File: src/rtl/mem_port_arbiter.sv
// mem_port_arbiter
//   Shares one single-ported unified memory between the fetch stage
//   (instruction reads) and the memory stage (loads/stores). Only one
//   transaction is outstanding at a time. Data requests win arbitration
//   unless fetch has lost STARVE_LIMIT consecutive arbitrations.
//
// Ports
//   clk, rst                  clock, synchronous active-high reset
//   if_req_i/if_addr_i        fetch read request and address (held until gnt)
//   if_gnt_o                  fetch request accepted (pulse)
//   if_rvalid_o/if_rdata_o    fetched instruction (pulse, data 0 otherwise)
//   dm_req_i/dm_we_i          data request, 1 = store / 0 = load
//   dm_addr_i/dm_wdata_i      data address / store data
//   dm_byte_en_i              store/load byte enables
//   dm_gnt_o                  data request accepted (pulse)
//   dm_rvalid_o/dm_rdata_o    load data or store ack (pulse, data 0 otherwise)
//   mem_req_o/mem_we_o        memory request / write enable
//   mem_addr_o/mem_wdata_o    memory address / write data
//   mem_byte_en_o             memory byte enables (all ones for fetch)
//   mem_ready_i               memory accepts the request this cycle
//   mem_rvalid_i/mem_rdata_i  memory response (reads and writes)
//   busy_o                    a transaction is in flight

module mem_port_arbiter #(
  parameter int unsigned DATA_WIDTH   = 32,
  parameter int unsigned STARVE_LIMIT = 4
) (
  input  logic                  clk,
  input  logic                  rst,
  input  logic                  if_req_i,
  input  logic [DATA_WIDTH-1:0] if_addr_i,
  output logic                  if_gnt_o,
  output logic                  if_rvalid_o,
  output logic [DATA_WIDTH-1:0] if_rdata_o,
  input  logic                  dm_req_i,
  input  logic                  dm_we_i,
  input  logic [DATA_WIDTH-1:0] dm_addr_i,
  input  logic [DATA_WIDTH-1:0] dm_wdata_i,
  input  logic [3:0]            dm_byte_en_i,
  output logic                  dm_gnt_o,
  output logic                  dm_rvalid_o,
  output logic [DATA_WIDTH-1:0] dm_rdata_o,
  output logic                  mem_req_o,
  output logic                  mem_we_o,
  output logic [DATA_WIDTH-1:0] mem_addr_o,
  output logic [DATA_WIDTH-1:0] mem_wdata_o,
  output logic [3:0]            mem_byte_en_o,
  input  logic                  mem_ready_i,
  input  logic                  mem_rvalid_i,
  input  logic [DATA_WIDTH-1:0] mem_rdata_i,
  output logic                  busy_o
);

  localparam logic [1:0] IDLE  = 2'd0;
  localparam logic [1:0] ISSUE = 2'd1;
  localparam logic [1:0] WAIT  = 2'd2;

  localparam logic [3:0] LIMIT = 4'(STARVE_LIMIT);

  logic [1:0]            state_q,   state_d;
  logic [3:0]            starve_q,  starve_d;
  logic                  owner_q,   owner_d;   // 0 = fetch, 1 = data
  logic [DATA_WIDTH-1:0] addr_q,    addr_d;
  logic                  we_q,      we_d;
  logic [DATA_WIDTH-1:0] wdata_q,   wdata_d;
  logic [3:0]            be_q,      be_d;

  logic fetch_win;
  logic if_gnt;
  logic dm_gnt;
  logic rsp;

  // Fetch wins when alone, or when it has been starved long enough.
  assign fetch_win = if_req_i & (~dm_req_i | (starve_q == LIMIT));

  always_comb begin
    state_d  = state_q;
    starve_d = starve_q;
    owner_d  = owner_q;
    addr_d   = addr_q;
    we_d     = we_q;
    wdata_d  = wdata_q;
    be_d     = be_q;
    if_gnt   = 1'b0;
    dm_gnt   = 1'b0;

    case (state_q)
      IDLE: begin
        if (!if_req_i) begin
          starve_d = '0;
        end
        if (fetch_win) begin
          if_gnt   = 1'b1;
          owner_d  = 1'b0;
          addr_d   = if_addr_i;
          we_d     = 1'b0;
          wdata_d  = '0;
          be_d     = '1;
          starve_d = '0;
          state_d  = ISSUE;
        end else if (dm_req_i) begin
          dm_gnt   = 1'b1;
          owner_d  = 1'b1;
          addr_d   = dm_addr_i;
          we_d     = dm_we_i;
          wdata_d  = dm_wdata_i;
          be_d     = dm_byte_en_i;
          if (if_req_i && (starve_q < LIMIT)) begin
            starve_d = starve_q + 4'd1;
          end
          state_d  = ISSUE;
        end
      end
      ISSUE: begin
        if (mem_ready_i) begin
          state_d = WAIT;
        end
      end
      WAIT: begin
        if (mem_rvalid_i) begin
          state_d = IDLE;
        end
      end
      default: begin
        state_d = IDLE;
      end
    endcase
  end

  always_ff @(posedge clk) begin
    if (rst) begin
      state_q  <= IDLE;
      starve_q <= '0;
      owner_q  <= 1'b0;
      addr_q   <= '0;
      we_q     <= 1'b0;
      wdata_q  <= '0;
      be_q     <= '0;
    end else begin
      state_q  <= state_d;
      starve_q <= starve_d;
      owner_q  <= owner_d;
      addr_q   <= addr_d;
      we_q     <= we_d;
      wdata_q  <= wdata_d;
      be_q     <= be_d;
    end
  end

  // Grants and responses are masked during reset so the cycle carrying
  // rst never reports a handshake that the state update then discards.
  assign if_gnt_o = if_gnt & ~rst;
  assign dm_gnt_o = dm_gnt & ~rst;

  assign rsp         = (state_q == WAIT) & mem_rvalid_i & ~rst;
  assign if_rvalid_o = rsp & ~owner_q;
  assign dm_rvalid_o = rsp &  owner_q;
  assign if_rdata_o  = if_rvalid_o ? mem_rdata_i : '0;
  assign dm_rdata_o  = dm_rvalid_o ? mem_rdata_i : '0;

  assign mem_req_o     = (state_q == ISSUE);
  assign mem_we_o      = we_q;
  assign mem_addr_o    = addr_q;
  assign mem_wdata_o   = wdata_q;
  assign mem_byte_en_o = be_q;

  assign busy_o = (state_q != IDLE);

endmodule

File: config.mk
export PLATFORM = sky130hd
export DESIGN_NAME = mem_port_arbiter
export DESIGN_NICKNAME = d
export VERILOG_FILES = /design/src/rtl/mem_port_arbiter.sv
export SDC_FILE = /design/constraint.sdc
export NUM_CORES = 1
export LEC_CHECK = 0
export CORE_UTILIZATION = 31
export CTS_CLUSTER_SIZE = 24
export DETAILED_ROUTE_END_ITERATION = 10
export HOLD_SLACK_MARGIN = 0.08
export PLACE_DENSITY = 0.77
export REMOVE_ABC_BUFFERS = 1
export SETUP_SLACK_MARGIN = 0.05
export SYNTH_ARGS = -nofsm -noshare
export SYNTH_HDL_FRONTEND = slang
export SYNTH_SLANG_ARGS = --single-unit
File: constraint.sdc
create_clock -name clk -period 1.46 [get_ports clk]
set_clock_uncertainty 0.05 [all_clocks]
set_input_delay 0.146 -clock clk [delete_from_list [all_inputs] [get_ports clk]]
set_output_delay 0.146 -clock clk [all_outputs]
set_load 0.005 [all_outputs]
==> metrics, run 1 <==
Post-Syn Instances=472; WP buf/inv=5; unrepaired setup endpoints after global routing=true; synth unique cells=36; Pins Over Slew Limit=0; slowest stage cell, crit path=dfxtp_2; ys async rst share=0; Post-DRT Antenna Nets=0; layout cells sized above 1=0.430; core footprint=12000 µm²; worst hold path class=input port to register; number of max-cap violations=0; Period minus WS final=1.98 ns; xor and xnor area share after synthesis=0; Synth area leaders=dfxtp_1, and2_1, a21oi_1; hpwl dp=11600 µm; clock latency on the worst-skew pair=0.33 ns; Worst path max stage delay=0.33 ns; vias in the first global route=5219; fraction of the mapped netlist area in simple logic gates=0.248; largest family of logic cells by synthesized area=compound AO/OA/AOI/OAI gates; CP endpoint kind=output pin; sequential fraction of the synthesis area=0.399; TritonCTS Buffers=9; Final Cycle Share=1.36; cell with the most instances after synthesis=dfxtp_1; delay-heaviest family, CP=buffers and inverters; Synthesis Warnings=0; outcome=finished, violations left; fin area=8890 µm²; routed len/inst=22.1 µm; Min-Delay Startpoint=dm_wdata_i[26]; Netlist Area Pre-Place=3810 µm²; height of the die=113 µm; first-pass GRT wire length=28600 µm; # rows=40; Fmax=0.505 GHz; R2R depth=10; clk slew on worst S/H paths=0.07 ns; Iter 0 DRT Violations=450; I/O Pins=278; Logic pwr share=0.325; Hold Path Sink=mem_wdata_o[26]$_SDFFE_PP0P_; Seq pwr share=0.353; vias per cell=5.70; Pre-Repair DR Iteration Count=5; Reg2Reg Setup Slack=-0.34 ns; DRC viols=0; post-synthesis mux area share=0; initial antenna violation count=0; final RePlAce weighted congestion=0.790; worst hold slack=0.341 ns; Layout area overhead=133%; Layout Nets=945; CTS tree=yes; Max VDD drop=0.632 mV; top-area cell type share of the netlist area=0.399; biggest area consumer among synthesized cells=dfxtp_1; Worst EP arrival=1.78 ns; Sw Ratio=0.302; FF-to-FF Start=state_q[0]$_SDFFE_PP0P_; Clock Sinks=76; H-tree depth=3; Startpoint Class=register; total gr overflow=0; P_int=4730 µW; Power Dens Cells=763 nW/µm²; RR Endpoint=mem_addr_o[11]$_SDFFE_PP0P_; P_sw=2050 µW; worst-margin pin slew=0.727 ns; Synth Register Bits=76; Most used DFF post-synth=dfxtp_1; Avg Cell Area, Syn=8.08 µm²; die width=113 µm; effective utilization at floorplan=0.318; Max-slew headroom=0.516; pin count of the biggest net entering global routing=55; hold_buf cts=0; clock share of power=0.323; leakage=0.00398 µW; DIE AREA=12800 µm²; CP Data Required Time=1.26 ns; failing checks=negative setup slack; diode count=0; Final WS setup=-0.520 ns; EDFF count, synth=0; Synth Area in Adders=0.00656; Port Buffer Count=277; complex-gate fraction of the synthesized area=0.277; Total Wirelength=21200 µm; endpoints failing setup=142; Cell Chain, Critical Path=nor3b_2, buf_4, and3_4, buf_6, buf_16, buf_8, and2_1, buf_2; Global Route Usage Sum=0.292; CP max FO=5; routed vias=5453; pre-CTS WS=-0.683 ns; WS Path Type=register to output pin; CTS max path bufs=2; post-place instance area=6860 µm²; Hold Violations, Final=0; hold path cells=3; Post-synth top cells=dfxtp_1, a21oi_1, o21ai_0, and2_1, nand4_1; CTS root buf=clkbuf_16
## registers in the layout, indices dropped and copies added (netlist names)
register,flops
mem_addr_o,32
mem_wdata_o,32
mem_byte_en_o,4
starve_q,4
state_q,2
mem_we_o,1
owner_q,1
## what timing repair did
action | 4_1_cts | 5_1_grt
pin swaps | 99 | 64
gates cloned | 19 | 6
buffers inserted | 46 | 15
resized for setup | 474 | 195
setup endpoints to repair | 153 | 190
## power groups by stage
| stage | Sequential [µW] | Clock [µW] | Combinational [µW] |
|---|---|---|---|
| finish | 2390 | 2190 | 2200 |
| global route | 2410 | 2320 | 2310 |
| CTS | 2370 | 2230 | 2090 |
| detailed placement | 2400 | 0 | 1560 |
| global placement | 2390 | 0 | 1530 |
| floorplan | 2410 | 0 | 453 |
## worst max path at each step
| stage | start | end | depth (start not counted) |
|---|---|---|---|
| CTS | state_q[0]$_SDFFE_PP0P_ | dm_rdata_o[19] | 8 |
| floorplan | starve_q[0]$_SDFFE_PP0N_ | mem_byte_en_o[0]$_SDFFE_PP0P_ | 5 |
| detailed placement | mem_rvalid_i | dm_rdata_o[29] | 6 |
| global route | state_q[0]$_SDFFE_PP0P_ | dm_rdata_o[0] | 8 |
| finish | state_q[0]$_SDFFE_PP0P_ | dm_rdata_o[21] | 8 |
| global placement | mem_rvalid_i | dm_rdata_o[20] | 6 |
## worst min-delay path, stage by stage
cell	delay [ns]
clkdlybuf4s50_1	0.40
nand4_1	0.08
a21oi_1	0.06
## cell usage in the layout (no fill, tap or decap), types with 7 or more instances in the layout
cell type	n
dfxtp_2	21
clkbuf_16	14
and2_4	49
a311oi_2	13
dfxtp_1	54
o21ai_0	23
nand3_1	31
buf_12	19
nand4_1	36
o21ai_2	27
buf_2	18
clkdlybuf4s50_1	163
o21ai_1	7
and2_1	16
buf_6	76
o21ai_4	9
dlygate4sd2_1	13
a311oi_1	19
buf_4	33
a21oi_1	52
buf_16	8
dlymetal6s2s_1	30
a21oi_2	15
buf_8	10
## layer usage
layer / wire length (µm) / global-route usage / vias to the layer above
li1: - / - / 2426
met1: 7550 / 0.313 / 2640
met2: 11100 / 0.540 / 320
met3: 1620 / 0.0589 / 67
met4: 945 / 0.155 / 0
met5: 0 / 0 / -
## layout make-up
cell class	instances	area, µm²
multi-input combinational	335	2610
fill	737	3120
clock inverter	7	65.1
timing repair buffer	377	4230
clock buffer	9	225
inverter	5	21.3
tap	147	184
sequential	76	1550
## logic make-up after synthesis
| group | count (synthesis) |
|---|---|
| compound gates | 177 |
| fa+ha+maj | 2 |
| flops | 76 |
| buf+inv | 61 |
| simple gates | 156 |
## through the flow
stage	power (µW)	utilization	cells	TNS [ns]
floorplan	2870	-	416	-92.70
global placement	3920	0.571	873	-61.53
detailed placement	3960	0.571	873	-64.66
CTS	6690	0.696	953	-58.39
global route	7040	0.740	956	-52.29
finish	6790	0.740	956	-44.71
No activity file was read; power rests on OpenSTA's default activity.
==> run 2, diff against run 1 <==
--- a/config.mk
+++ b/config.mk
@@ -5,11 +5,12 @@
 export SDC_FILE = /design/constraint.sdc
 export NUM_CORES = 1
 export LEC_CHECK = 0
-export CORE_UTILIZATION = 31
+export CORE_AREA = 2 2 107 109
 export CTS_CLUSTER_SIZE = 24
 export DETAILED_ROUTE_END_ITERATION = 10
+export DIE_AREA = 0 0 109 111
 export HOLD_SLACK_MARGIN = 0.08
-export PLACE_DENSITY = 0.77
+export PLACE_DENSITY = 0.82
 export REMOVE_ABC_BUFFERS = 1
 export SETUP_SLACK_MARGIN = 0.05
 export SYNTH_ARGS = -nofsm -noshare
==> constraint.sdc (replaced) <==
create_clock -name clk -period 2.4 [get_ports clk]
set_clock_uncertainty 0.05 [all_clocks]
set_input_delay 0.24 -clock clk [delete_from_list [all_inputs] [get_ports clk]]
set_output_delay 0.24 -clock clk [all_outputs]
set_load 0.005 [all_outputs]
==> metrics, run 2 (synthesis gave the netlist of run 1 again) <==
setup TNS=0 ns; routed vias=4746; Power Dens Cells=516 nW/µm²; Global Route Usage Sum=0.240; Worst path max stage delay=0.51 ns; number of max-cap violations=0; # rows=39; DIE AREA=12100 µm²; worst hold path class=input port to register; CP endpoint kind=output pin; Final Cycle Share=0.953; worst-margin pin slew=0.644 ns; Clock Sinks=76; layout cells sized above 1=0.0742; hpwl dp=10900 µm; Hold Violations, Final=0; Total Wirelength=15300 µm; Max-slew headroom=0.571; Reg2Reg Setup Slack=0.33 ns; vias in the first global route=4559; routed len/inst=17.6 µm; Pre-Repair DR Iteration Count=5; post-place instance area=6700 µm²; TritonCTS Buffers=9; total gr overflow=0; Max VDD drop=0.297 mV; CTS tree=yes; DRC viols=0; CP Data Required Time=2.11 ns; Fmax=0.437 GHz; Layout Nets=864; Post-DRT Antenna Nets=0; Period minus WS final=2.29 ns; Iter 0 DRT Violations=359; CP max FO=16; final RePlAce weighted congestion=0.830; unrepaired setup endpoints after global routing=true; clock latency on the worst-skew pair=0.32 ns; CTS root buf=clkbuf_16; commonest non-fill, non-tap cell in the layout=clkdlybuf4s50_1; leakage=0.00262 µW; Port Buffer Count=277; outcome=finished, final reports clean; Cell Chain, Critical Path=clkdlybuf4s50_1, nor3b_4, and3b_2, clkbuf_16, and2_1, clkdlybuf4s50_1; I/O Pins=278; Worst EP arrival=2.00 ns; die width=109 µm; endpoints failing setup=0; pin count of the biggest net entering global routing=76; slowest stage cell, crit path=clkdlybuf4s50_1; utilization after layout=0.638; Startpoint Class=input port; Layout area overhead=85.2%; CTS max path bufs=2; clk slew on worst S/H paths=0.06 ns; vias per cell=5.45; commonest cells after routing, fill and taps aside=clkdlybuf4s50_1, dfxtp_1, a21oi_1; effective utilization at floorplan=0.344; initial antenna violation count=0; first-pass GRT wire length=23400 µm; diode count=0; Pins Over Slew Limit=0; most used cell along the critical path=clkdlybuf4s50_1; fin area=7070 µm²; H-tree depth=3; WS Path Type=input port to output pin; core footprint=11100 µm²; height of the die=111 µm
-- run 2: changes by cell type in the layout (fill, tap and decap cells not counted), sizes merged --
cell / previous run / this run
buf: 164 / 19
clkdlybuf4s50: 163 / 271
dlymetal6s2s: 30 / 5
dlygate4sd2: 13 / 0
clkbuf: 14 / 10
bufbuf: 1 / 0
clkdlybuf4s15: 1 / 0
-- run 2: worst paths after layout --
path / from / endpoint / depth (start not counted)
max: mem_rvalid_i / if_rdata_o[31] / 6
min: rst / state_q[1]$_SDFFE_PP0P_ / 3
max reg2reg: starve_q[0]$_SDFFE_PP0N_ / mem_addr_o[26]$_SDFFE_PP0P_ / 7
min reg2reg: mem_wdata_o[18]$_SDFFE_PP0P_ / mem_wdata_o[18]$_SDFFE_PP0P_ / 2
-- run 2: worst max-delay path: cells and delay by family --
family | cells | cell delay [ns]
AND/OR/NAND/NOR | 3 | 0.59
buffers and inverters | 3 | 1.17
-- run 2: report_power, final --
group	switching (µW)	internal (µW)	leakage, µW	total, µW
clock network	572	724	0.000139	1300
logic	378	536	0.00186	914
registers	63.4	1380	0.000627	1440
total	1010	2640	0.00262	3650
-- run 2: area by class of cell --
class / instances / area [µm²]
tap: 143 / 179
sequential: 76 / 1520
fill: 923 / 4010
clock buffer: 9 / 225
multi-input combinational: 335 / 2050
timing repair buffer: 296 / 3000
clock inverter: 7 / 62.6
inverter: 5 / 18.8
-- run 2: metrics by stage --
stage / instances / total power, µW / hold slack, ns / setup slack, ns
6_report: 871 / 3650 / 0.405 / 0.113
5_1_grt: 871 / 3820 / 0.409 / 0.0411
4_1_cts: 868 / 3670 / 0.386 / 0.0668
3_5_place_dp: 852 / 2370 / 0.422 / 0.0460
3_3_place_gp: 852 / 2340 / 0.410 / 0.0876
2_1_floorplan: 416 / 1740 / 0.258 / -0.607
-- run 2: timing repair --
action,CTS,global route
hold buffers,0,0
cloned,0,1
endpoints found under the hold margin,0,0
pin swaps,0,1
buffers inserted,0,2
gates resized for setup,1,11
setup endpoints to repair,1,20
-- run 2: metal layers --
| metal | global-route usage | up-vias | routed length, µm | share of wire |
|---|---|---|---|---|
| met5 | 0 | - | 0 | 0 |
| met3 | 0.0594 | 31 | 1300 | 0.085 |
| met4 | 0.0897 | 0 | 372 | 0.024 |
| li1 | - | 2254 | - | - |
| met1 | 0.293 | 2226 | 6210 | 0.41 |
| met2 | 0.403 | 235 | 7450 | 0.49 |
==> run 3, diff against run 2 <==
--- a/config.mk
+++ b/config.mk
@@ -9,6 +9,7 @@
 export CTS_CLUSTER_SIZE = 24
 export DETAILED_ROUTE_END_ITERATION = 10
 export DIE_AREA = 0 0 109 111
+export GPL_ROUTABILITY_DRIVEN = 1
 export HOLD_SLACK_MARGIN = 0.08
 export PLACE_DENSITY = 0.82
 export REMOVE_ABC_BUFFERS = 1
==> results of run 3 <==
Final layout, timing and power as in run 2 (identical DEF).
